===== config.mk =====
export PLATFORM = sky130hd
export DESIGN_NAME = stepper_pulse_gen
export DESIGN_NICKNAME = d
export VERILOG_FILES = /design/src/rtl/stepper_pulse_gen.sv
export SDC_FILE = /design/constraint.sdc
export NUM_CORES = 1
export LEC_CHECK = 0
export ABC_AREA = 1
export CAP_MARGIN = 20
export CORE_UTILIZATION = 45
export CTS_CLUSTER_SIZE = 14
export DETAILED_ROUTE_END_ITERATION = 8
export GPL_TIMING_DRIVEN = 0
export RECOVER_POWER = 25
export SYNTH_ARGS = -nofsm -noshare
export SYNTH_HDL_FRONTEND = slang
export SYNTH_SLANG_ARGS = --single-unit

===== constraint.sdc =====
create_clock -name clk -period 5.3 [get_ports clk]
set_input_delay 1.06 -clock clk [delete_from_list [all_inputs] [get_ports clk]]
set_output_delay 1.06 -clock clk [all_outputs]
set_load 0.01 [all_outputs]

===== src/rtl/stepper_pulse_gen.sv =====
// Multi-channel stepper step/direction pulse generator with per-channel FSMs.
// Define STEPPER_POS_EN to add per-channel signed position counters (pos / pos_clr).
module stepper_pulse_gen #(
  parameter  int CHANNELS  = 5,
  parameter  int CNT_W     = 31,
  parameter  int DIV_W     = 32,
  parameter  int PULSE_W   = 2,
  parameter  int DIR_SETUP = 2,
  parameter  int POS_W     = 32,
  localparam int CHAN_W    = (CHANNELS > 1) ? $clog2(CHANNELS) : 1
) (
  input  logic                      clk,
  input  logic                      reset_n,
  input  logic                      cmd_valid,
  output logic                      cmd_ready,
  input  logic [CHAN_W-1:0]         cmd_chan,
  input  logic [CNT_W-1:0]          cmd_steps,
  input  logic [DIV_W-1:0]          cmd_period,
  input  logic                      cmd_dir,
  input  logic [CHANNELS-1:0]       abort,
`ifdef STEPPER_POS_EN
  output logic [CHANNELS*POS_W-1:0] pos,
  input  logic [CHANNELS-1:0]       pos_clr,
`endif
  output logic [CHANNELS-1:0]       step,
  output logic [CHANNELS-1:0]       dir,
  output logic [CHANNELS-1:0]       busy,
  output logic [CHANNELS-1:0]       done
);

  typedef enum logic [2:0] {
    ST_IDLE,
    ST_SETUP,
    ST_HIGH,
    ST_LOW,
    ST_FIN
  } state_t;

  localparam logic [DIV_W-1:0] MIN_PERIOD = DIV_W'(PULSE_W + 1);
  localparam logic [DIV_W-1:0] PW_M1      = DIV_W'(PULSE_W - 1);
  localparam logic [DIV_W-1:0] SETUP_M1   = DIV_W'(DIR_SETUP - 1);
  localparam logic [DIV_W-1:0] CNT_ONE    = DIV_W'(1);
  localparam logic [CNT_W-1:0] REM_ONE    = CNT_W'(1);

  // Shorter periods would leave no low phase after the step pulse.
  logic [DIV_W-1:0] eff_period;
  assign eff_period = (cmd_period < MIN_PERIOD) ? MIN_PERIOD : cmd_period;

  // Out-of-range channels keep ready high so their commands drain away.
  always_comb begin
    cmd_ready = 1'b1;
    for (int c = 0; c < CHANNELS; c++) begin
      if (cmd_chan == CHAN_W'(c)) cmd_ready = ~busy[c];
    end
  end

  for (genvar i = 0; i < CHANNELS; i++) begin : g_chan
    state_t           state_q, state_d;
    logic [DIV_W-1:0] cnt_q, cnt_d;
    logic [DIV_W-1:0] period_q, period_d;
    logic [CNT_W-1:0] rem_q, rem_d;
    logic             dir_q, dir_d;
    logic             step_q, busy_q, done_q;
    logic             accept;

    assign accept = cmd_valid && cmd_ready && (cmd_chan == CHAN_W'(i));

    always_comb begin
      // NOTE: every combinational output gets a default first so no path infers a latch.
      state_d  = state_q;
      cnt_d    = cnt_q;
      period_d = period_q;
      rem_d    = rem_q;
      dir_d    = dir_q;
      unique case (state_q)
        ST_IDLE, ST_FIN: begin
          state_d = ST_IDLE;
          if (accept) begin
            dir_d    = cmd_dir;
            period_d = eff_period;
            rem_d    = cmd_steps;
            cnt_d    = SETUP_M1;
            state_d  = (cmd_steps != '0) ? ST_SETUP : ST_FIN;
          end
        end
        ST_SETUP: begin
          if (cnt_q == '0) begin
            state_d = ST_HIGH;
            cnt_d   = PW_M1;
            rem_d   = rem_q - REM_ONE;
          end else begin
            cnt_d = cnt_q - CNT_ONE;
          end
        end
        ST_HIGH: begin
          if (cnt_q == '0) begin
            state_d = ST_LOW;
            cnt_d   = period_q - MIN_PERIOD;
          end else begin
            cnt_d = cnt_q - CNT_ONE;
          end
        end
        ST_LOW: begin
          if (cnt_q != '0) begin
            cnt_d = cnt_q - CNT_ONE;
          end else if (rem_q != '0) begin
            state_d = ST_HIGH;
            cnt_d   = PW_M1;
            rem_d   = rem_q - REM_ONE;
          end else begin
            state_d = ST_FIN;
          end
        end
        default: state_d = ST_IDLE;
      endcase
      // Abort overrides everything, including a same-cycle accept.
      if (abort[i]) begin
        state_d = ST_IDLE;
        dir_d   = dir_q;
      end
    end

    always_ff @(posedge clk or negedge reset_n) begin
      if (!reset_n) begin
        state_q  <= ST_IDLE;
        cnt_q    <= '0;
        period_q <= '0;
        rem_q    <= '0;
        dir_q    <= 1'b0;
        step_q   <= 1'b0;
        busy_q   <= 1'b0;
        done_q   <= 1'b0;
      end else begin
        // NOTE: non-blocking assignments keep every flop sampling pre-edge values.
        state_q  <= state_d;
        cnt_q    <= cnt_d;
        period_q <= period_d;
        rem_q    <= rem_d;
        dir_q    <= dir_d;
        step_q   <= (state_d == ST_HIGH);
        busy_q   <= (state_d == ST_SETUP) || (state_d == ST_HIGH) || (state_d == ST_LOW);
        done_q   <= (state_d == ST_FIN);
      end
    end

    assign step[i] = step_q;
    assign dir[i]  = dir_q;
    assign busy[i] = busy_q;
    assign done[i] = done_q;

`ifdef STEPPER_POS_EN
    logic [POS_W-1:0] pos_q;
    logic             rise;

    // Count on the same edge that raises step, so pos tracks the pin.
    assign rise = (state_d == ST_HIGH) && (state_q != ST_HIGH);

    always_ff @(posedge clk or negedge reset_n) begin
      if (!reset_n) begin
        pos_q <= '0;
      end else if (pos_clr[i]) begin
        pos_q <= '0;
      end else if (rise) begin
        pos_q <= dir_q ? pos_q + POS_W'(1) : pos_q - POS_W'(1);
      end
    end

    assign pos[i*POS_W +: POS_W] = pos_q;
`endif
  end

endmodule


==> impl_metrics.env, run 1 <==
export IMPL_final_area_um2=40000
export IMPL_nFillCells=7998
export IMPL_routed_wl_um=130000
export IMPL_crit_slowest_cell="clkdlybuf4s50_1"
export IMPL_netlist_instances=5442
export IMPL_dieHeight_um=282
export IMPL_hold_ws_ns=0.477
export IMPL_drive_gt1_frac=0.0486
export IMPL_synth_xor_area_frac=0.0570
export IMPL_final_common_cell="nand2_1"
export IMPL_yosys_warnings=0
export IMPL_clkSinkCount=510
export IMPL_drtIter0Drc=3366
export IMPL_worst_path_buf_inv=3
export IMPL_fin_ws_ns=0.875
export IMPL_power_mw=18.2
export IMPL_grt_max_degree=113
export IMPL_p_sw_frac=0.431
export IMPL_synthMuxAreaShare=0
export IMPL_crit_path_start_kind="primary input"
export IMPL_root_buffer="clkbuf_16"
export IMPL_max_freq_mhz=226
export IMPL_required_ns=4.24
export IMPL_antenna_found_initial=3
export IMPL_place_hpwl_um=98200
export IMPL_grt_pass1_vias=34200
export IMPL_crit_fanout=7
export IMPL_synth_cell_types=47
export IMPL_intPower_mw=10.3
export IMPL_synth_top_family_by_area="simple AND/OR/NAND/NOR gates"
export IMPL_path_cells="clkdlybuf4s50_1, inv_1, nand3_1, nor2_1, nor2_1, nand2_2, nand2_4, clkdlybuf4s50_1"
export IMPL_async_flop_share=1.00
export IMPL_antenna_left=0
export IMPL_violations="capacitance limit, slew limit"
export IMPL_placement_io_buffers=95
export IMPL_place_congestion=0.986
export IMPL_seq_area_frac_synth=0.362
export IMPL_power_frac_comb=0.380
export IMPL_grt_first_pass_wirelength_um=201000
export IMPL_wire_per_inst_um=19.4
export IMPL_dr_total_vias=36300
export IMPL_cts_made_buffers=66
export IMPL_mappedNetlistArea_um2=35200
export IMPL_hold_buffers=0
export IMPL_die_area_um2=79400
export IMPL_synth_enable_flop_cells=0
export IMPL_finalHoldViolCount=0
export IMPL_finalNetCount=5708
export IMPL_synth_compound_area_share=0.0903
export IMPL_postCtsSetupRepairBufs=0
export IMPL_finalCritPeriodShare=0.835
export IMPL_post_route_min_period_ns=4.43
export IMPL_min_path_type="reg -> reg"
export IMPL_die_w_um=282
export IMPL_first_pass_iters=7
export IMPL_slew_viol_final=60
export IMPL_clock_path_buffers=3
export IMPL_p_leak_nw=19.7
export IMPL_relSlewSlack=-1.64
export IMPL_ctsHtreeMaxLevel=3
export IMPL_instances_no_fill=6702
export IMPL_clock_power_share=0.271
export IMPL_drc_errors=0
export IMPL_cap_viol_max_count=1
export IMPL_clk_latency_ns=0.63
export IMPL_worstSetupPathType="in -> out"
export IMPL_rsz0062_at_grt="false"
export IMPL_placedInstanceArea_um2=37600
export IMPL_skew_ns=0.0251
export IMPL_worstSetupEndpointType="output pin"
export IMPL_path_clk_slew_ns=0.05
export IMPL_rows=102
export IMPL_tns_ns=0
export IMPL_syn_nets=5540
export IMPL_power_switching_mw=7.84
export IMPL_p_per_area_nw_per_um2=455
export IMPL_layout_common_cells="nand2_1 (1860), nor2_1 (890), dfrtp_1 (510)"
export IMPL_post_cts_resized=0
export IMPL_synth_adder_area_share=0.00817
export IMPL_io_pins=96
export IMPL_worst_pin_slew_ns=3.95
export IMPL_cp_top_family="buffers and inverters"
export IMPL_setup_violations=0
export IMPL_core_area_um2=77500
export IMPL_gr_total_overflow=0
export IMPL_synth_avg_cell_area_um2=6.47
export IMPL_ys_flop_type="dfrtp_1"
export IMPL_dp_cells=6582
export IMPL_post_place_ws_ns=0.886
export IMPL_area_growth_pct=13.5
export IMPL_fin_util=0.516
export IMPL_ir_worst_vdd_mv=0.325
export IMPL_synthSimpleGateAreaFrac=0.411
export IMPL_grt_total_usage=0.330
export IMPL_initial_core_util=0.455
export IMPL_cts_tree="done"
export IMPL_status="complete, but fails checks"
export IMPL_critical_path_max_stage_delay_ns=0.70
export IMPL_cp_arrival_ns=3.37
export IMPL_ys_ff_latch=510
export IMPL_power_frac_seq=0.349
export IMPL_vias_per_cell=5.42
-- logic make-up after synthesis --
family                   after synthesis
XOR/XNOR                             229
buffers and inverters                591
flip-flops                           510
AO/OA/AOI/OAI                        582
AND/OR/NAND/NOR                     3507
adder cells (fa/ha/maj)               23
-- path summary, 6_finish.rpt --
path | from | end | slack [ns] | depth (start not counted)
worst max register to register | g_chan[4].state_q[0]$_DFF_PN0_ | g_chan[4].rem_q[25]$_DFFE_PN0P_ | 2.49 | 11
max in group asynchronous | reset_n | g_chan[2].state_q[2]$_DFF_PN0_ | 1.23 | 1
min in group asynchronous | reset_n | g_chan[4].rem_q[24]$_DFFE_PN0P_ | 1.79 | 1
worst min register to register | g_chan[3].rem_q[1]$_DFFE_PN0P_ | g_chan[3].rem_q[1]$_DFFE_PN0P_ | 0.48 | 2
worst max-delay path | cmd_chan[2] | cmd_ready | 0.87 | 8
worst min-delay path | g_chan[3].rem_q[1]$_DFFE_PN0P_ | g_chan[3].rem_q[1]$_DFFE_PN0P_ | 0.48 | 2
-- synth_stat cells (5+ instances only) --
| cell type | instances | area (um2) |
|---|---|---|
| a21boi_0 | 6 | 45.0 |
| buf_2 | 49 | 245 |
| dfrtp_1 | 510 | 12800 |
| nand4_1 | 100 | 626 |
| nand3_1 | 493 | 2470 |
| nor2_2 | 10 | 62.6 |
| ha_1 | 23 | 288 |
| xor2_1 | 134 | 1170 |
| buf_4 | 37 | 278 |
| a22oi_1 | 11 | 82.6 |
| nor2_1 | 890 | 3340 |
| buf_6 | 12 | 135 |
| inv_1 | 409 | 1540 |
| o21ai_1 | 29 | 145 |
| clkinv_1 | 6 | 22.5 |
| o211ai_1 | 36 | 270 |
| a31oi_1 | 11 | 68.8 |
| nand2_2 | 9 | 56.3 |
| o21ai_0 | 373 | 1870 |
| or2_2 | 17 | 106 |
| xnor2_1 | 95 | 832 |
| o21bai_1 | 19 | 143 |
| nor3_1 | 61 | 305 |
| nor4_1 | 7 | 43.8 |
| nand2_1 | 1860 | 6980 |
| a21oi_1 | 71 | 355 |
| nand3b_1 | 33 | 248 |
| nor2_4 | 5 | 56.3 |
| clkbuf_1 | 75 | 282 |
| and2_1 | 8 | 50.1 |
| o22ai_1 | 11 | 68.8 |
-- layout make-up --
type	count	area [um2]	share of cell area
Sequential cell	510	12800	0.319
Antenna cell	1	2.50	0.0000626
Inverter	417	1570	0.0392
Clock buffer	83	1860	0.0465
Timing Repair Buffer	100	1080	0.0271
Buffer	174	943	0.0236
Clock inverter	36	502	0.0126
Multi-Input combinational cell	4341	19900	0.499
Tap cell	1040	1300	0.0326
-- metal layers --
metal | global-route usage | vias to the layer above | wire length [um]
li1 | - | 17800 | -
met1 | 0.435 | 17000 | 55600
met2 | 0.529 | 1237 | 58700
met3 | 0.0473 | 297 | 8430
met4 | 0.160 | 2 | 6920
met5 | 0 | - | 13
-- worst register-to-register path, stage by stage (launching register included) --
cell	delay [ns]
dfrtp_1	0.39
inv_1	0.07
nor2_1	0.55
inv_1	0.41
nor2_1	0.32
nand2_1	0.08
o21ai_1	0.23
nor2_2	0.12
nand2_1	0.14
buf_2	0.29
nand2_1	0.10
nand2_1	0.07
-- sequential cells by signal, summed over array words and instances (netlist names) --
register         count
g_chan.rem_q       155
g_chan.state_q      15
g_chan.busy_q        5
g_chan.dir_q         5
g_chan.period_q    160
g_chan.done_q        5
g_chan.cnt_q       160
g_chan.step_q        5
-- power groups by stage --
stage | registers (mW) | logic [mW] | clock network [mW]
after CTS | 6.31 | 6.83 | 5.00
after floorplan | 5.93 | 5.22 | 0
after global routing | 6.50 | 7.90 | 5.16
final | 6.34 | 6.91 | 4.93
after detailed placement | 6.34 | 6.79 | 0
after global placement | 6.36 | 6.71 | 0
No activity file was read; power rests on OpenSTA's default activity.
==> run 2: changes to the inputs <==
clock period = 4.5 ns   (was 5.3 ns; I/O delays follow)
==> run 2 against run 1 <==
Net effect:
- the flow still finishes with violations (capacitance limit, slew limit)
- power up 18%
- first-iteration DRC count is 2.2% lower
- sequential share of layout area hardly changed
- die area is the same
- utilization about the same
- setup slack worse by 0.48 ns
- critical path depth unchanged
- largest cell class unchanged
- largest power group unchanged
- highest routed layer unchanged
==> impl_metrics.env, run 2 (synthesis gave the netlist of run 1 again) <==
export IMPL_final_common_cell="nand2_1"
export IMPL_nFillCells=7998
export IMPL_r2r_cells=11
export IMPL_grt_total_usage=0.330
export IMPL_violations="capacitance limit, slew limit"
export IMPL_grt_max_degree=113
export IMPL_required_ns=3.60
export IMPL_crit_slowest_cell="clkdlybuf4s50_1"
export IMPL_root_buffer="clkbuf_16"
export IMPL_initial_core_util=0.455
export IMPL_layout_common_cells="nand2_1 (1860), nor2_1 (890), dfrtp_1 (510)"
export IMPL_power_switching_mw=9.24
export IMPL_worstSetupEndpointType="output pin"
export IMPL_post_route_min_period_ns=4.10
export IMPL_cap_viol_max_count=1
export IMPL_max_freq_mhz=244
export IMPL_dp_cells=6582
export IMPL_final_area_um2=40000
export IMPL_power_frac_comb=0.380
export IMPL_p_per_area_nw_per_um2=536
export IMPL_clock_power_share=0.271
export IMPL_min_from="g_chan[3].rem_q[1]$_DFFE_PN0P_"
export IMPL_drc_errors=0
export IMPL_placedInstanceArea_um2=37600
export IMPL_top_regs="g_chan.cnt_q (160), g_chan.period_q (160), g_chan.rem_q (155)"
export IMPL_worstSetupPathType="in -> out"
export IMPL_ir_worst_vdd_mv=0.383
export IMPL_seq_area_um2=12800
export IMPL_setup_violations=0
export IMPL_clkSinkCount=510
export IMPL_instances_no_fill=6701
export IMPL_relSlewSlack=-1.20
export IMPL_placement_io_buffers=95
export IMPL_multiInputGateArea_um2=19900
export IMPL_grt_first_pass_wirelength_um=201000
export IMPL_antenna_left=0
export IMPL_die_w_um=282
export IMPL_intPower_mw=12.2
export IMPL_clock_path_buffers=3
export IMPL_antenna_found_initial=3
export IMPL_status="complete, but fails checks"
export IMPL_holdPathEnd="g_chan[3].rem_q[1]$_DFFE_PN0P_"
export IMPL_dieHeight_um=282
export IMPL_p_leak_nw=19.7
export IMPL_tns_ns=0
export IMPL_drive_gt1_frac=0.0486
export IMPL_worst_pin_slew_ns=3.31
export IMPL_grt_pass1_vias=34200
export IMPL_path_clk_slew_ns=0.05
export IMPL_vias_per_cell=5.40
export IMPL_rows=102
export IMPL_cts_tree="done"
export IMPL_first_pass_iters=6
export IMPL_post_place_ws_ns=0.406
export IMPL_crit_fanout=7
export IMPL_finalNetCount=5708
export IMPL_finalCritPeriodShare=0.911
export IMPL_wire_per_inst_um=19.4
export IMPL_place_congestion=0.986
export IMPL_dr_total_vias=36200
export IMPL_io_pins=96
export IMPL_post_cts_resized=0
export IMPL_power_frac_seq=0.349
export IMPL_r2r_start="g_chan[4].state_q[0]$_DFF_PN0_"
export IMPL_finalHoldViolCount=0
export IMPL_critical_path_max_stage_delay_ns=0.70
export IMPL_r2r_end="g_chan[4].rem_q[25]$_DFFE_PN0P_"
export IMPL_routed_wl_um=130000
export IMPL_crit_path_start_kind="primary input"
export IMPL_diodes=0
export IMPL_fin_ws_ns=0.399
export IMPL_rrSetupSlack_ns=1.67
export IMPL_p_sw_frac=0.431
export IMPL_die_area_um2=79400
export IMPL_slew_viol_final=60
export IMPL_hold_buffers=0
export IMPL_rsz0062_at_grt="false"
export IMPL_drtIter0Drc=3292
export IMPL_min_path_type="reg -> reg"
export IMPL_clk_latency_ns=0.63
export IMPL_place_hpwl_um=98200
export IMPL_gr_total_overflow=0
export IMPL_holdPathStages=2
export IMPL_postCtsSetupRepairBufs=0
export IMPL_ctsHtreeMaxLevel=3
export IMPL_area_growth_pct=13.5
export IMPL_cp_arrival_ns=3.20
export IMPL_cts_made_buffers=66
export IMPL_core_area_um2=77500
export IMPL_skew_ns=0.0273
export IMPL_path_cells="clkdlybuf4s50_1, inv_1, nand3_1, nor2_1, nor2_1, nand2_2, nand2_4, clkdlybuf4s50_1"
run 2: layout make-up:
cell class,count,share of cell area
flip-flops and latches,510,0.319
clock buffers,83,0.0465
repair buffers,100,0.0273
multi-input cells,4341,0.499
inverters,417,0.0392
well taps,1040,0.0326
clock inverters,36,0.0126
plain buffers,174,0.0236
run 2: worst max-delay path, delay by kind of cell:
family	cells	cell delay [ns]
simple gates	5	0.84
buf+inv	3	1.45
run 2: worst max path at each step:
stage | endpoint | cells after the start | from
final | cmd_ready | 8 | cmd_chan[2]
after global routing | g_chan[2].cnt_q[1]$_DFFE_PN0P_ | 3 | reset_n
after floorplan | cmd_ready | 4 | cmd_chan[1]
after detailed placement | cmd_ready | 8 | cmd_chan[2]
after CTS | cmd_ready | 8 | cmd_chan[2]
after global placement | g_chan[1].cnt_q[10]$_DFFE_PN0P_ | 1 | reset_n
run 2: power groups by stage:
stage | Sequential, mW | Combinational [mW] | Clock (mW)
floorplan | 6.98 | 6.15 | 0
CTS | 7.43 | 8.05 | 5.89
finish | 7.47 | 8.13 | 5.81
detailed placement | 7.47 | 8.00 | 0
global placement | 7.49 | 7.91 | 0
global route | 7.65 | 9.31 | 6.08
run 2: layer usage:
metal	track usage	part of all wire	vias up
met3	0.0473	0.064	300
met4	0.160	0.054	2
met1	0.435	0.43	16900
met2	0.529	0.45	1215
met5	0	0.00010	-
li1	-	-	17800
run 2: per-stage QoR:
stage / power, mW / hold slack, ns / utilization
final: 21.4 / 0.477 / 0.516
after floorplan: 13.1 / 0.442 / -
after global placement: 15.4 / 0.459 / 0.484
after detailed placement: 15.5 / 0.467 / 0.485
after global routing: 23.0 / 0.502 / 0.516
after CTS: 21.4 / 0.229 / 0.516
